File: src/rtl/core_pkg.sv
// rtl/core_pkg.sv - shared types and default widths for the MEM->WB pipeline boundary
package core_pkg;

  localparam int DATA_W = 32;
  localparam int REG_AW = 4;

  typedef enum logic {
    IDLE = 1'b0,
    WAIT = 1'b1
  } wb_state_t;

  typedef struct packed {
    logic              valid;
    logic              wb_en;
    logic              is_load;
    logic [REG_AW-1:0] dest;
    logic [DATA_W-1:0] alu_res;
    logic [DATA_W-1:0] mem_data;
  } wb_bundle_t;

endpackage

File: src/rtl/mem_wait_ctrl.sv
// rtl/mem_wait_ctrl.sv - load-wait FSM: stall, wait counter, sticky timeout and capture strobes
module mem_wait_ctrl
  import core_pkg::*;
#(
  parameter int MAX_WAIT = 15
) (
  input  logic clk,
  input  logic rst,
  input  logic freeze_i,
  input  logic flush_i,
  input  logic mem_rd_en_i,
  input  logic mem_ready_i,
  output logic stall_o,
  output logic fields_we_o,
  output logic mem_we_o,
  output logic accept_o,
  output logic mem_timeout_o
);

  localparam int CNT_W = $clog2(MAX_WAIT + 1);
  localparam logic [CNT_W-1:0] CNT_MAX = CNT_W'(MAX_WAIT);

  wb_state_t        state_q, state_d;
  logic [CNT_W-1:0] cnt_q, cnt_d;
  logic             timeout_q, timeout_d;
  logic             start_wait;

  assign start_wait = (state_q == IDLE) && mem_rd_en_i && !mem_ready_i && !flush_i && !freeze_i;

  always_ff @(posedge clk or negedge rst) begin
    if (!rst) begin
      state_q   <= IDLE;
      cnt_q     <= '0;
      timeout_q <= 1'b0;
    end else begin
      state_q   <= state_d;
      cnt_q     <= cnt_d;
      timeout_q <= timeout_d;
    end
  end

  always_comb begin
    state_d = state_q;
    cnt_d   = cnt_q;
    if (!freeze_i) begin
      unique case (state_q)
        IDLE: begin
          if (start_wait) begin
            state_d = WAIT;
            cnt_d   = CNT_W'(1);
          end
        end
        WAIT: begin
          // A flush aborts the read even when the data arrives in the same cycle
          if (flush_i || mem_ready_i) begin
            state_d = IDLE;
            cnt_d   = '0;
          end else if (cnt_q != CNT_MAX) begin
            cnt_d = cnt_q + CNT_W'(1);
          end
        end
      endcase
    end
    timeout_d = timeout_q | (cnt_d == CNT_MAX);
  end

  always_comb begin
    stall_o     = 1'b0;
    fields_we_o = 1'b0;
    mem_we_o    = 1'b0;
    accept_o    = 1'b0;
    unique case (state_q)
      IDLE: begin
        stall_o     = start_wait;
        fields_we_o = !freeze_i;
        accept_o    = !freeze_i && !flush_i && !start_wait;
      end
      WAIT: begin
        stall_o  = freeze_i || (!flush_i && !mem_ready_i);
        mem_we_o = !freeze_i && !flush_i && mem_ready_i;
        accept_o = !freeze_i && !flush_i && mem_ready_i;
      end
    endcase
    if (!rst) stall_o = 1'b0;
  end

  assign mem_timeout_o = timeout_q;

endmodule

File: src/rtl/mem_wb_stage.sv
// rtl/mem_wb_stage.sv - MEM->WB pipeline register and writeback mux; WB_FORWARD_EN adds early-forward outputs
module mem_wb_stage
  import core_pkg::*;
#(
  parameter int DATA_W   = core_pkg::DATA_W,
  parameter int REG_AW   = core_pkg::REG_AW,
  parameter int MAX_WAIT = 15
) (
  input  logic              clk,
  input  logic              rst,
  input  logic              freeze_i,
  input  logic              flush_i,
  input  logic [DATA_W-1:0] alu_res_i,
  input  logic [DATA_W-1:0] mem_data_i,
  input  logic              mem_ready_i,
  input  logic [REG_AW-1:0] dest_i,
  input  logic              wb_en_i,
  input  logic              mem_rd_en_i,
  output logic              stall_o,
  output logic              wb_en_o,
  output logic [REG_AW-1:0] wb_dest_o,
  output logic [DATA_W-1:0] wb_value_o,
  output logic              mem_timeout_o
`ifdef WB_FORWARD_EN
  ,
  output logic              fwd_valid_o,
  output logic [REG_AW-1:0] fwd_dest_o,
  output logic [DATA_W-1:0] fwd_value_o
`endif
);

  // The bundle is sized by the package defaults; DATA_W/REG_AW must match them
  wb_bundle_t pipe_q, pipe_d;
  logic       fields_we, mem_we, accept;

  mem_wait_ctrl #(
    .MAX_WAIT (MAX_WAIT)
  ) u_wait_ctrl (
    .clk           (clk),
    .rst           (rst),
    .freeze_i      (freeze_i),
    .flush_i       (flush_i),
    .mem_rd_en_i   (mem_rd_en_i),
    .mem_ready_i   (mem_ready_i),
    .stall_o       (stall_o),
    .fields_we_o   (fields_we),
    .mem_we_o      (mem_we),
    .accept_o      (accept),
    .mem_timeout_o (mem_timeout_o)
  );

  always_ff @(posedge clk or negedge rst) begin
    if (!rst) begin
      pipe_q <= '0;
    end else begin
      pipe_q <= pipe_d;
    end
  end

  always_comb begin
    pipe_d = pipe_q;
    if (fields_we) begin
      pipe_d.wb_en    = wb_en_i;
      pipe_d.is_load  = mem_rd_en_i;
      pipe_d.dest     = dest_i;
      pipe_d.alu_res  = alu_res_i;
      pipe_d.mem_data = mem_data_i;
    end
    // Completing a stalled load only refreshes the data; control was latched on entry
    if (mem_we) pipe_d.mem_data = mem_data_i;
    if (!freeze_i) pipe_d.valid = accept;
  end

  assign wb_en_o    = pipe_q.valid & pipe_q.wb_en;
  assign wb_dest_o  = pipe_q.dest;
  assign wb_value_o = pipe_q.is_load ? pipe_q.mem_data : pipe_q.alu_res;

`ifdef WB_FORWARD_EN
  assign fwd_valid_o = accept & wb_en_i;
  assign fwd_dest_o  = dest_i;
  assign fwd_value_o = mem_rd_en_i ? mem_data_i : alu_res_i;
`endif

endmodule

File: config.mk
export PLATFORM = sky130hd
export DESIGN_NAME = mem_wb_stage
export DESIGN_NICKNAME = d
export VERILOG_FILES = /design/src/rtl/core_pkg.sv /design/src/rtl/mem_wait_ctrl.sv /design/src/rtl/mem_wb_stage.sv
export SDC_FILE = /design/constraint.sdc
export NUM_CORES = 1
export LEC_CHECK = 0
export ABC_CLOCK_PERIOD_IN_PS = 1800
export CAP_MARGIN = 0
export CORE_MARGIN = 3
export CORE_UTILIZATION = 45
export DETAILED_ROUTE_END_ITERATION = 7
export PLACE_DENSITY = 0.83
export SETUP_SLACK_MARGIN = 0.4
export SLEW_MARGIN = 0
export SYNTH_ARGS = -nofsm -noshare
export SYNTH_HDL_FRONTEND = slang
export SYNTH_HIERARCHICAL = 1
export SYNTH_SLANG_ARGS = --single-unit
File: constraint.sdc
create_clock -name clk -period 1.8 [get_ports clk]
set_input_delay 0.36 -clock clk [delete_from_list [all_inputs] [get_ports clk]]
set_output_delay 0.36 -clock clk [all_outputs]
set_load 0.05 [all_outputs]
# == After elaboration in Yosys (flattened, before gate mapping) ==
# Cells that the tools add are included.
# Widths: inputs -> output; s select.
# word_totals
reg_bits,77
out_inout_bits,39
elab_cells,46
# classes
n_addsub,1
n_eq_ne,2
muxes,16
bitwise,3
n_reduce_logical,15
# op_table
cell,count
$mux 32,3
$mux 4,4
$logic_and 1x1->1,8
$pmux 4 s2,1
$pmux 1 s2,3
$mux 1,5
$add 4x1->4 const B,1
$eq 4x4->1 const B,1
$logic_not 1->1,4
$ne 4x4->1 const B,1
$logic_or 1x1->1,2
$reduce_bool 2->1,1
$and 1x1->1,1
$not 1->1,1
$or 1x1->1,1

# == Logic depth before layout (Yosys ltp) ==
# Gate-level depths: netlist (run 1).
# depth
word_depth,10
mapped_depth,5

# == Modules after synthesis ==
# The synthesis (run 1) kept the hierarchy.
# by_module_without_submodules
mod,instances,cells_per_inst,area_each_um2,seq_area_each_um2
mem_wb_stage,1,191,3289.4,1776.7
mem_wait_ctrl,1,39,409.1,150.1

# == Least setup slack after synthesis (run 1) ==
# OpenSTA, ideal clock, no wires.
# synth_timing
path_type,flip-flop to output port
start,reg pipe_q[68] (netlist bit)
end,out wb_value_o[21]
t_arrival_ns,1.118
required_ns,1.440
slack_ns,0.322
stages_incl_launch_ff,4
path_buffers,2
cell_sequence,dfrtp_1 buf_2 buf_2 mux2_2
# synth_between
elab_chain_len,1
# synth_rtl
item,line,text
"start, declared",mem_wb_stage.sv:33,"wb_bundle_t pipe_q, pipe_d;"
"start signal, assigned",mem_wb_stage.sv:56,pipe_q <= pipe_d;
$mux 32,mem_wb_stage.sv:76,assign wb_value_o = pipe_q.is_load ? pipe_q.mem_data : pipe_q.alu_res;
"end, declared",mem_wb_stage.sv:22,"output logic [DATA_W-1:0] wb_value_o,"
# No other way between the ends.

# == Final worst setup path (run 1) ==
# layout_timing
start,reg pipe_q[68] (netlist bit)
end,out wb_value_o[14]
# The elaborated chain is that of the path after synthesis.

==> impl_metrics.ini, run 1 <==
[final_layout]
nNetsFinal = 447
layout-area-overhead-vs-synth_pct = 58.19
layout-drive-gt1-share = 0.5665
num_antenna_cells = 0
finalNonFillerCells = 478
finish.utilization = 0.7455
final_cell_area_sq_um = 5851

[detailed_routing]
final_antenna_net_count = 0
vias_post_dr = 2454
wirelength_um = 9224
drt_first_iter_violations = 39
vias_per_cell = 5.134
post_drt_wl_per_cell_um = 19.30
drc = 0
first_pass_iters = 4

[global_route]
grt.total_usage = 0.2007
first_global_vias = 2796
globalRouteMet1Util = 0.2561
grt.met3_usage = 0.04903
initial_antenna_violation_count = 0
grt_first_pass_wirelength_um = 14970
met2_usage_in_global_routing = 0.3471
grt_remaining_overflow = 0
grt_start_max_net_pins = 78
layer_with_the_highest_usage = met2

[placement]
detailed_place.area_sq_um = 5014
routabilityCongestion = 0.8201
post-place-cells = 441
port_buffers = 113
hpwl_um = 5586

[synth]
ys_seq_area_frac = 0.5210
synth_warnings = 6
syn-num-nets = 306
synth_most_common_cell = dfrtp_1
synth_commonest_cells = dfrtp_1 (77), mux2_2 (53), mux2_4 (50)
post_synth_num_cell_types = 31
synth_area_sq_um = 3699
synth_top_flop_cell = dfrtp_1
synth_edf_count = 0
synthDominantCellAreaShare = 0.5210
synth.area.top_cells = dfrtp_1 (52%), mux2_4 (20%), mux2_2 (16%)
post_synthesis_register_bit_count = 77
postSynthAreaPerCell_sq_um = 16.08
synthCells = 230
synth_top_cell_by_area = dfrtp_1
async_flop_share = 1.000

[critical_path]
crit_path_start_kind = register
setup.reg_to_reg.worst_slack_ns = 0.22
worstSetupPathType = reg2out
worst-path-max-fanout = 16
worst-endpoint-arrival_ns = 1.47
ff2ff_path_depth = 5
cp-end-kind = output port
cp_data_required_time_ns = 1.44

[cts]
ctsLongestPathBuffers = 2
numCtsBuffers = 9
clk_transition_reported_paths_ns = 0.08
ctsHoldBuffers = 0
clock-root-buffer = clkbuf_8
cts_tree = yes
clk-insertion-delay-late_ns = 0.34
tritoncts_num_sinks = 77
cts-htree-levels = 3

[floorplanning]
die_h_um = 96.66
coreArea_sq_um = 7848
dieArea_sq_um = 9343
start_util = 0.4713
io_pins = 114
placement_rows = 32
floorplan.die.width_um = 96.66

[power_and_ir_drop]
power.static_leakage_nw = 2.744
irDropWorstVdd_v = 0.0006366
post-layout-total-power_mw = 6.338
p_per_area_nw_per_um2 = 1083

[timing]
max_freq_ghz = 0.5454
period_share = 1.019
final_slew_violations = 0
finalClockSkew_ns = 0.004153
final.min_clock_period_ns = 1.833
final_critical_path_setup_slack_ns = -0.03337
unrepaired_setup_endpoints_after_global_routing = true
slew_headroom = 0.7237
setup_viol = 26
worst_pin_slew_ns = 0.4127
timing_hold_violations_final = 0

[job]
max-cap-violations = 0

[outcome]
outcome = complete, but fails checks
violations_in_the_final_reports = setup timing

[worst_hold_path]
worst_hold_path_type = in2async
## power breakdown
part           internal, mW  leakage, nW  switching (mW)
Combinational          1.48         1.73            1.32
Sequential             2.01        0.907           0.170
Clock                 0.753        0.106           0.610
Total                  4.24         2.74            2.10
## per-stage QoR
| stage | TNS, ns | hold slack, ns | setup WS, ns |
|---|---|---|---|
| after floorplan | 0 | 0.06441 | 0.3679 |
| after global placement | -6.815 | 0.4305 | -0.2011 |
| after detailed placement | -9.108 | 0.4314 | -0.2466 |
| after CTS | -1.481 | 0.05332 | -0.06486 |
| after global routing | -1.929 | 0.06294 | -0.08071 |
| final | -0.4353 | 0.02777 | -0.03337 |
## layer usage
| layer | up-vias | wire [um] |
|---|---|---|
| li1 | 1112 | - |
| met1 | 1265 | 3826 |
| met2 | 72 | 4911 |
| met3 | 5 | 441 |
| met4 | 0 | 44 |
| met5 | - | 0 |
## cell usage in the layout (no fill, tap or decap), types with 2 or more instances in the layout
master	Yosys	final
mux2_4	50	85
dfrtp_1	77	75
clkdlybuf4s50_1	0	69
buf_6	4	32
mux2_2	53	18
buf_12	2	18
clkbuf_8	0	12
buf_4	7	12
buf_16	0	5
nor2_1	5	4
buf_8	0	3
and2b_2	3	3
nand3_1	3	3
and2_4	0	2
nor2_4	1	2
clkbuf_16	0	2
clkbuf_2	0	2
dfrtp_2	0	2
o22ai_2	0	2
## layout make-up
cell class / instances / area [sq um]
fillers: 500 / 1997
multi-input cells: 137 / 1815
inverters: 1 / 3.754
repair buffers: 145 / 1763
well taps: 102 / 127.6
flip-flops and latches: 77 / 1929
clock buffers: 13 / 168.9
clock inverters: 3 / 42.54
## worst max-delay path, stage by stage, from the launching register on
cell and delay (ns):
dfrtp_2 0.43, buf_16 0.20, mux2_2 0.36, buf_6 0.16
## flip-flops by register name, summed over array words and instances (netlist names)
register,cells
u_wait_ctrl/cnt_q,4
u_wait_ctrl/mem_timeout_o,1
pipe_q,67
wb_dest_o,4
u_wait_ctrl/state_q,1
## cell families after synthesis
family / synth area share
AND/OR/NAND/NOR: 0.04262
multiplexers: 0.3643
adder cells (fa/ha/maj): 0.003382
buffers and inverters: 0.04093
flip-flops: 0.5210
AO/OA/AOI/OAI: 0.02774
## timing repair
item / CTS / global route
setup buffers: 11 / 3
endpoints found under the setup margin: 109 / 109
pin swaps: 8 / 9
cloned: 5 / 2
gates resized for setup: 74 / 23
## path summary, 6_finish.rpt
| kind | start | to |
|---|---|---|
| max in group asynchronous | rst | pipe_q[37] |
| max reg2reg | u_wait_ctrl/cnt_q[1] | u_wait_ctrl/mem_timeout_o |
| min in group clk | mem_rd_en_i | pipe_q[68] |
| min reg2reg | u_wait_ctrl/mem_timeout_o | u_wait_ctrl/mem_timeout_o |
| min | rst | u_wait_ctrl/cnt_q[1] |
| max | pipe_q[68] | wb_value_o[14] |
Power figures use the tool's default switching activity.
==> inputs of run 2 (changes only) <==
--- a/config.mk
+++ b/config.mk
@@ -10,8 +10,10 @@
 export CORE_MARGIN = 3
 export CORE_UTILIZATION = 45
 export DETAILED_ROUTE_END_ITERATION = 7
+export MAX_ROUTING_LAYER = met4
 export PLACE_DENSITY = 0.83
 export SETUP_SLACK_MARGIN = 0.4
+export SKIP_LAST_GASP = 1
 export SLEW_MARGIN = 0
 export SYNTH_ARGS = -nofsm -noshare
 export SYNTH_HDL_FRONTEND = slang
==> run 2 against run 1 <==
The flow still finishes with violations (setup timing). Core utilization down 1.7 points. Clock-buffer cell count unchanged. Sequential power about the same. Cell count unchanged. First-iteration DRC count down 18%. Routed wire length down 1.2%. Flip-flop and latch count unchanged. Global-route usage about the same. Total power down 2.3%. Worst hold slack better by 0.018 ns. Via count down 0.94%. Critical endpoint is now wb_value_o[9]. Highest routed layer unchanged.
==> impl_metrics.ini, run 2 (synthesis results as in run 1) <==
[outcome]
outcome = complete, but fails checks
violations_in_the_final_reports = setup timing

[timing]
unrepaired_setup_endpoints_after_global_routing = true
finalClockSkew_ns = 0.007896
final_slew_violations = 0
max_freq_ghz = 0.5395
setup_total_negative_slack_ns = -1.065
final.min_clock_period_ns = 1.854
worst_pin_slew_ns = 0.4013
setup_viol = 30
timing_hold_violations_final = 0
period_share = 1.030
slew_headroom = 0.7324
final_critical_path_setup_slack_ns = -0.05351

[critical_path]
cp_data_required_time_ns = 1.44
cp.buffers_inverters = 2
timing.critical_path.cells = buf_12 -> mux2_2 -> buf_4
worst-path-max-fanout = 17
r2r-end = pipe_q[8]
crit_path_top_delay_cell = dfrtp_2
worst-endpoint-arrival_ns = 1.49
cp-end-kind = output port
crit-reg2reg-launch = u_wait_ctrl/state_q
critical-path-top-delay-family = flip-flops
setup.reg_to_reg.worst_slack_ns = 0.22
crit_path_start_kind = register
stage_delay_of_the_slowest_cell_on_the_critical_path_ns = 0.43
ff2ff_path_depth = 6
worstSetupPathType = reg2out

[power_and_ir_drop]
irDropWorstVdd_v = 0.0006387
p_per_area_nw_per_um2 = 1082
power.static_leakage_nw = 2.673

[cts]
cts_tree = yes
cts-htree-levels = 3
ctsHoldBuffers = 0
clk-insertion-delay-late_ns = 0.34
ctsLongestPathBuffers = 2
numCtsBuffers = 9
tritoncts_num_sinks = 77
clock-root-buffer = clkbuf_8
clk_transition_reported_paths_ns = 0.08

[final_layout]
layout-drive-gt1-share = 0.5612
multi_input_area_sq_um = 1770
largest-register = pipe_q
final_cell_area_sq_um = 5720
largest_register_ffs = 67
num-fill-cells = 521
layout_commonest_cell = mux2_4
final_cell_mix = mux2_4 (77), dfrtp_1 (75), clkdlybuf4s50_1 (69)
regArea_sq_um = 1929
num_antenna_cells = 0
nNetsFinal = 447
layout-area-overhead-vs-synth_pct = 54.67
finalNonFillerCells = 478

[floorplanning]
dieArea_sq_um = 9343
placement_rows = 32
io_pins = 114
die_h_um = 96.66
start_util = 0.4713
floorplan.die.width_um = 96.66
coreArea_sq_um = 7848

[detailed_routing]
detailed_routing_wirelength_on_met1_um = 3839
vias_per_cell = 5.086
first_pass_iters = 4
highest_routed_layer = met4
vias_post_dr = 2431
drc = 0
wl_met2_um = 4805
final_antenna_net_count = 0
drt_first_iter_violations = 32
met3RoutedLength_um = 411
wirelength_um = 9112
post_drt_wl_per_cell_um = 19.06

[job]
max-cap-violations = 0

[global_route]
first_global_vias = 2770
grt_first_pass_wirelength_um = 14510
initial_antenna_violation_count = 0
grt.total_usage = 0.2003
grt_start_max_net_pins = 78
grt_remaining_overflow = 0

[placement]
place_ws_ns = -0.2466
routabilityCongestion = 0.8324
post-place-cells = 441
port_buffers = 113
detailed_place.area_sq_um = 5014
hpwl_um = 5586

[worst_hold_path]
worst_hold_path_type = in2async
run 2: layout make-up:
class                      count  share of cell area
inverter                       1           0.0006562
sequential                    77              0.3373
multi-input combinational    137              0.3095
timing repair buffer         145              0.2933
tap                          102             0.02231
clock inverter                 3            0.007437
clock buffer                  13             0.02953
run 2: how the worst max path moves through the flow:
stage,from,endpoint,slack (ns),depth (start not counted)
CTS,pipe_q[68],wb_value_o[13],-0.09,3
finish,pipe_q[68],wb_value_o[9],-0.05,3
detailed placement,mem_ready_i,stall_o,-0.25,5
global route,pipe_q[68],wb_value_o[4],-0.11,3
floorplan,pipe_q[68],wb_value_o[10],0.37,3
global placement,mem_ready_i,stall_o,-0.20,5
run 2: timing repair:
item / in CTS / in global routing
cloned: 5 / 2
setup endpoints to repair: 109 / 107
buffers inserted: 11 / 3
gates resized for setup: 31 / 29
pin swaps: 6 / 9
run 2: worst register-to-register path: cells and delay by family (launching register included):
kind          cells  cell delay (ns)
flops             1             0.42
buf+inv           3             0.40
simple gates      2             0.34
mux               1             0.30
run 2: where the power goes:
| group | internal [mW] | switching [mW] |
|---|---|---|
| Sequential | 2.01 | 0.170 |
| Clock | 0.753 | 0.610 |
| Combinational | 1.36 | 1.28 |
run 2: routing by layer:
metal,vias up,global-route usage
met3,5,0.05047
met4,0,0.04212
met5,-,-
li1,1117,-
met2,71,0.3370
met1,1238,0.2458
run 2: per-stage QoR:
stage	hold WS, ns	utilization	power (mW)
3_3_place_gp	0.4305	0.6389	4.527
5_1_grt	0.05873	0.7290	6.461
3_5_place_dp	0.4314	0.6389	4.579
2_1_floorplan	0.06441	-	3.763
6_report	0.04626	0.7290	6.191
4_1_cts	0.05018	0.7070	6.134
==> inputs of run 3 (changes only) <==
--- a/config.mk
+++ b/config.mk
@@ -9,6 +9,7 @@
 export CAP_MARGIN = 0
 export CORE_MARGIN = 3
 export CORE_UTILIZATION = 45
+export CTS_CLUSTER_SIZE = 14
 export DETAILED_ROUTE_END_ITERATION = 7
 export MAX_ROUTING_LAYER = met4
 export PLACE_DENSITY = 0.83
==> results of run 3 <==
Final layout, timing and power as in run 2 (identical DEF).
